## src/rtl/scan_decoder_nx2n.sv

```systemverilog
// Registered N-to-2^N one-hot decoder with DIRECT (load/decode) and SCAN (auto-cycling) modes.
// Optional build macro SCAN_DEC_BLANK_EN blanks d during the last cycle of each scan dwell.
module scan_decoder_nx2n #(
    parameter int N     = 3,
    parameter int DWELL = 4
) (
    input  logic            clk,
    input  logic            rst,
    input  logic            en,
    input  logic            mode,
    input  logic            load,
    input  logic [N-1:0]    sel,
    output logic [2**N-1:0] d,
    output logic [N-1:0]    idx,
    output logic            wrap
);
    localparam int W  = 2**N;
    localparam int CW = (DWELL > 1) ? $clog2(DWELL) : 1;
    localparam logic [CW-1:0] CNT_LAST = CW'(DWELL - 1);

    typedef enum logic [1:0] {S_IDLE, S_DIRECT, S_SCAN} state_t;

    state_t         state_q, state_d;
    logic [W-1:0]   d_q, d_d;
    logic [N-1:0]   idx_q, idx_d;
    logic [CW-1:0]  cnt_q, cnt_d;
    logic           wrap_q, wrap_d;

    always_ff @(posedge clk) begin
        if (rst) begin
            state_q <= S_IDLE;
            d_q     <= '0;
            idx_q   <= '0;
            cnt_q   <= '0;
            wrap_q  <= 1'b0;
        end else begin
            state_q <= state_d;
            d_q     <= d_d;
            idx_q   <= idx_d;
            cnt_q   <= cnt_d;
            wrap_q  <= wrap_d;
        end
    end

    always_comb begin
        state_d = state_q;
        d_d     = d_q;
        idx_d   = idx_q;
        cnt_d   = '0;
        wrap_d  = 1'b0;

        if (!en)       state_d = S_IDLE;
        else if (mode) state_d = S_SCAN;
        else           state_d = S_DIRECT;

        case (state_d)
            S_IDLE: d_d = '0;
            S_DIRECT: begin
                if (load) begin
                    d_d   = W'(1) << sel;
                    idx_d = sel;
                end else if (state_q != S_DIRECT) begin
                    d_d = '0;
                end
            end
            S_SCAN: begin
                if (state_q != S_SCAN) begin
                    // Every entry restarts the frame at output 0 with a full dwell.
                    d_d   = W'(1);
                    idx_d = '0;
                end else if (cnt_q == CNT_LAST) begin
                    d_d    = {d_q[W-2:0], d_q[W-1]};
                    idx_d  = idx_q + 1'b1;
                    wrap_d = (idx_q == {N{1'b1}});
                end else begin
                    cnt_d = cnt_q + 1'b1;
                end
            end
            default: d_d = '0;
        endcase
    end

`ifdef SCAN_DEC_BLANK_EN
    if (DWELL < 2) begin : g_bad_dwell
        $error("SCAN_DEC_BLANK_EN requires DWELL >= 2");
    end
    // Anti-ghosting gap: blank the final cycle of each dwell; idx/wrap are untouched.
    assign d = (state_q == S_SCAN && cnt_q == CNT_LAST) ? '0 : d_q;
`else
    assign d = d_q;
`endif
    assign idx  = idx_q;
    assign wrap = wrap_q;

endmodule
```

## config.mk

```make
export PLATFORM = sky130hd
export DESIGN_NAME = scan_decoder_nx2n
export DESIGN_NICKNAME = d
export VERILOG_FILES = /design/src/rtl/scan_decoder_nx2n.sv
export SDC_FILE = /design/constraint.sdc
export NUM_CORES = 1
export LEC_CHECK = 0
export CORE_UTILIZATION = 43
export CTS_BUF_LIST = sky130_fd_sc_hd__clkbuf_16
export DETAILED_ROUTE_END_ITERATION = 7
export HOLD_SLACK_MARGIN = 0.15
export PLACE_DENSITY = 0.81
export SYNTH_ARGS = -nofsm -noshare
export SYNTH_HDL_FRONTEND = slang
export SYNTH_SLANG_ARGS = --single-unit
```

## constraint.sdc

```tcl
create_clock -name clk -period 1.6 [get_ports clk]
set_clock_uncertainty 0.05 [all_clocks]
set_input_delay 0.24 -clock clk [delete_from_list [all_inputs] [get_ports clk]]
set_output_delay 0.24 -clock clk [all_outputs]
set_load 0.01 [all_outputs]
```

Word level (Yosys, flattened, before mapping)

Index checks and enable logic that the tools add are counted.

Flip-flop bits (word level): 16
Input bits: 8
Output and inout bits: 12
Word-level logic and storage cells: 35

Add/subtract/negate cells: 2
Equality and inequality tests: 9
Shift-type cells: 1
Mux-type cells: 11
Bitwise operators: 2
Reduce and logical (&&, ||, !) cells: 5

Operators with widths:

| operator            | count |
|---|---|
| $mux 8              | 4 |
| $pmux 8 s2          | 1 |
| $mux 3              | 3 |
| $reduce_or 4->1     | 2 |
| $shl 1x3->8 const A | 1 |
| $ne 3x3->1 const B  | 2 |
| $pmux 3 s2          | 1 |
| $eq 2x2->1 const B  | 2 |
| $mux 2              | 2 |
| $ne 2x2->1 const B  | 2 |
| $add 3x1->3 const B | 1 |
| $eq 3x3->1 const B  | 1 |
| $reduce_and 3->1    | 1 |
| $add 2x1->2 const B | 1 |
| $eq 2x1->1 const B  | 1 |
| $ne 2x1->1 const B  | 1 |
| $not 1->1           | 2 |
| $reduce_and 2->1    | 1 |
| $reduce_bool 2->1   | 1 |

Logic depth before layout (Yosys ltp)

Depth in word-level cells: 5
Mapped depth: 5
Gate-level depth less buffers: 4

Worst setup path before layout

OpenSTA, ideal clock, no wires.

Kind: register to register
Start: reg cnt_q[0]
End: reg d_q[3] (netlist: d[3])
Arrival: 1.584 ns
Data required time: 1.464 ns
Setup slack: -0.120 ns
Stages on the path, launching flop included: 6
Cell sequence: dfxtp_1 -> ha_1 -> or4bb_1 -> clkbuf_1 -> a21bo_1 -> a211oi_1

Longest elaborated chain between the ends: 3

RTL lines:

| item                       | line | source |
|---|---|---|
| from (decl)                | 26   | `logic [CW-1:0] cnt_q, cnt_d;` |
| from (signal assigned)     | 40   | `cnt_q <= cnt_d;` |
| $eq 2x2->1                 | 71   | `end else if (cnt_q == CNT_LAST) begin` |
| $ne 3x3->1 (no line)       | --   |  |
| $reduce_and 2->1 (no line) | --   |  |
| to (signal assigned)       | 32   | `d_q <= '0;` |
| to (signal assigned)       | 38   | `d_q <= d_d;` |
| to (decl)                  | 24   | `logic [W-1:0] d_q, d_d;` |

No other way between the ends.
A chain may end at the register's enable or synchronous reset.

Final worst setup path

Start: in load
End: reg d_q[0] (netlist: d[0])

Longest elaborated chain between the ends: 2
Elaborated cells between the ends (all ways): 4
Classes of those cells: 1 x eq/ne; 2 x mux; 1 x reduce/logical

RTL lines:

| item                                           | line | source |
|---|---|---|
| from (decl)                                    | 11   | `input logic load,` |
| $mux 8 or $ne 3x3->1 (tied branches)           | --   |  |
| $pmux 8 s2 or $reduce_and 2->1 (tied branches) | --   |  |

Several ways; a longest one is shown, not always the timed one.

==> flow_summary.json <==
{
  "run_status": "finished, violations left",
  "failed_checks": "negative setup slack",
  "post_synth_inst_count": 85,
  "timing.reg2reg.setup_slack_ns": -0.04,
  "timing.critical_path.cells": "clkdlybuf4s50_1 -> or4b_4 -> buf_4 -> a21oi_1 -> a211oi_2",
  "grt.total_usage_pct": 29.0,
  "met2_usage_pct": 47.3,
  "synth_xor_area_share_pct": 0,
  "cts_num_sinks": 16,
  "floorplan.initialDensity_pct": 47.0,
  "worst_hold_slack_ns": 0.383,
  "synth_seq_area_share_pct": 38.7,
  "count_of_cells_along_the_worst_hold_path": 1,
  "grt_max_usage_layer": "met2",
  "cts-htree-levels": 1,
  "slew_headroom_pct": 73.4,
  "cp.required_ns": 1.68,
  "drt-initial-drc-count": 40,
  "synth.avg_cell_area_um2": 9.74,
  "rsz0062_at_grt": "yes",
  "synth.largest_area_cell": "dfxtp_1",
  "mappedNetlistNets": 96,
  "setup_viol": 8,
  "end_kind": "flip-flop",
  "rr_endpoint": "d[0]",
  "yosys_warnings": 0,
  "multi_input_comb_area_um2": 578,
  "grt_start_max_net_pins": 11,
  "synth.most_common_cell": "dfxtp_1",
  "detailedPlacementHpwl_um": 1710,
  "worst-endpoint-arrival_ns": 1.74,
  "worst_setup_path_start_kind": "input port",
  "design_power_total_mw": 1.09,
  "yosys_most_used_dff": "dfxtp_1",
  "layout-drive-gt1-share_pct": 39.7,
  "insertion_delay_ns": 0.25,
  "crit-reg2reg-launch": "cnt_q[1]",
  "cts_setup_buffers": 0,
  "dieHeight_um": 45.9,
  "antenna_violations_before_repair": 0,
  "synth_top_family_by_area": "compound AO/OA/AOI/OAI gates",
  "biggest_area_contributors_in_the_synthesized_netlist": "dfxtp_1 39%, a211oi_1 10%, a21oi_1 4.8%",
  "power_density_nw_per_um2": 801,
  "worst_r2r_path_depth": 4,
  "dieArea_um2": 2110,
  "vias_in_the_first_global_route": 873,
  "fp-row-count": 15,
  "synthArstFlopShare_pct": 0,
  "filler_cell_count": 138,
  "global_route_wire_length_before_repair_um": 4220,
  "tightestPinTransition_ns": 0.394,
  "globalRoute.totalOverflow": 0,
  "timing.critical_path.fanout_max": 4,
  "synthTopCellsByCount": "16 x dfxtp_1, 11 x a211oi_1, 8 x a21oi_1, 5 x nand2b_1",
  "tns_ns": -0.137,
  "cp_num_buf_inv": 2,
  "cts_made_buffers": 3,
  "utilization_pct": 76.7,
  "synth-seq-cells": 16,
  "min_to": "cnt_q[0]",
  "drc": 0,
  "port_buffers": 19,
  "worst-setup-path-type": "input port to flip-flop",
  "synth.mux.area_fraction_pct": 0,
  "area.sequential_um2": 323,
  "post_drt_wl_per_cell_um": 17.4,
  "synth.distinct_cells": 26,
  "met3_capacity_usage_during_global_routing_pct": 3.57,
  "placement.setup.worst_slack_ns": -0.461,
  "die_w_um": 45.9,
  "detailedRoute.firstPassIterationCount": 4,
  "final-max-slew-violation-count": 0,
  "clock_path_buffers": 2,
  "critical-path-slowest-cell": "or4b_4",
  "ant_nets": 0,
  "min_path_type": "flip-flop to flip-flop",
  "post_drt_via_cell_ratio": 6.08,
  "crit_family": "buffers and inverters",
  "ctsRootBufferMaster": "clkbuf_16",
  "core_region_area_um2": 1760,
  "cap_viol_max_count": 0,
  "hold_path_startpoint": "cnt_q[0]",
  "mappedNetlistArea_um2": 828,
  "final_period_minus_worst_setup_slack_ns": 1.66,
  "finalWeightedCongestion": 0.871,
  "min_period_over_period_pct": 104,
  "grt.met1_usage_pct": 36.5,
  "cts_tree": "yes",
  "synth_top_cell_area_share_pct": 38.7,
  "insertedDiodeCount": 0,
  "dr_total_vias": 888,
  "final-hold-violation-count": 0,
  "drt-total-wl_um": 2540,
  "synth_compound_area_share_pct": 27.8,
  "synthToLayoutAreaGrowth_pct": 63.4,
  "worst_path_largest_cell_delay_ns": 0.57,
  "ioPinCount": 20,
  "leakagePower_nw": 0.507,
  "final_nets": 133,
  "ir_drop_mv": 0.618,
  "timing.fmax_mhz": 604,
  "yosys.area_share.adder_pct": 4.53,
  "post_synth_and_or_nand_nor_area_fraction_pct": 23.1,
  "number_of_enable_type_register_cells_in_the_synthesized_netlist": 0,
  "clk_transition_reported_paths_ns": 0.05,
  "final_critical_path_setup_slack_ns": -0.0568
}
## sequential cells by signal, indices dropped and copies added (netlist names)
name and flops:
wrap 1, idx 3, state_q 2, d 8, cnt_q 2
## worst max path at each step
stage,from,end,slack (ns),cells after the start
after floorplan,cnt_q[0],d[3],-0.05,5
final,load,d[0],-0.06,5
after CTS,cnt_q[1],d[0],-0.04,4
after global routing,cnt_q[1],d[0],-0.07,4
after detailed placement,mode,d[3],-0.46,4
after global placement,mode,d[3],-0.38,4
## report_power, final
part | switching (mW) | leakage (nW) | internal (mW)
sequential | 0.0130 | 0.131 | 0.412
combinational | 0.0746 | 0.337 | 0.0902
clock | 0.163 | 0.0385 | 0.332
## layout by cell type (no fill, tap or decap), types with 2 or more instances in the layout
cell	n
a21oi_2	5
dfxtp_1	14
and4bb_2	2
nand2_1	4
clkbuf_16	3
inv_1	3
buf_4	19
a21oi_1	2
ha_1	2
a22oi_1	3
nand2b_1	4
a211oi_1	3
a32oi_1	4
a221oi_1	3
nor2_1	2
nor4b_1	2
clkdlybuf4s50_1	18
and4b_1	2
dfxtp_2	2
a211oi_2	8
## kinds of logic after synthesis
group	count (synthesis)
AO/OA/AOI/OAI	32
AND/OR/NAND/NOR	25
flip-flops	16
buffers and inverters	9
adder cells (fa/ha/maj)	3
## per-layer routing
metal  part of all wire, %  vias to the layer above  wire length, um
met5                     0                        -                0
met4                   2.4                        0               60
met3                   5.0                        7              126
met2                    47                       36             1210
met1                    45                      437             1150
li1                      -                      408                -
## area by class of cell
cell class,count,area share [%]
multi-input combinational,60,42.7
timing repair buffer,38,24.5
sequential,16,23.8
clock buffer,3,5.55
tap,25,2.31
inverter,3,0.832
clock inverter,1,0.277
## through the flow
step                cell area (um^2)  cells
finish                          1350    146
global route                    1350    146
CTS                             1310    146
detailed placement              1190    142
global placement                1190    142
floorplan                        878     85
## repair_timing
action,CTS,global route
gates resized for setup,9,9
setup endpoints to repair,11,11
hold buffers,0,0
pin swaps,1,3
Note: power is estimated with default switching activity, not from simulation.
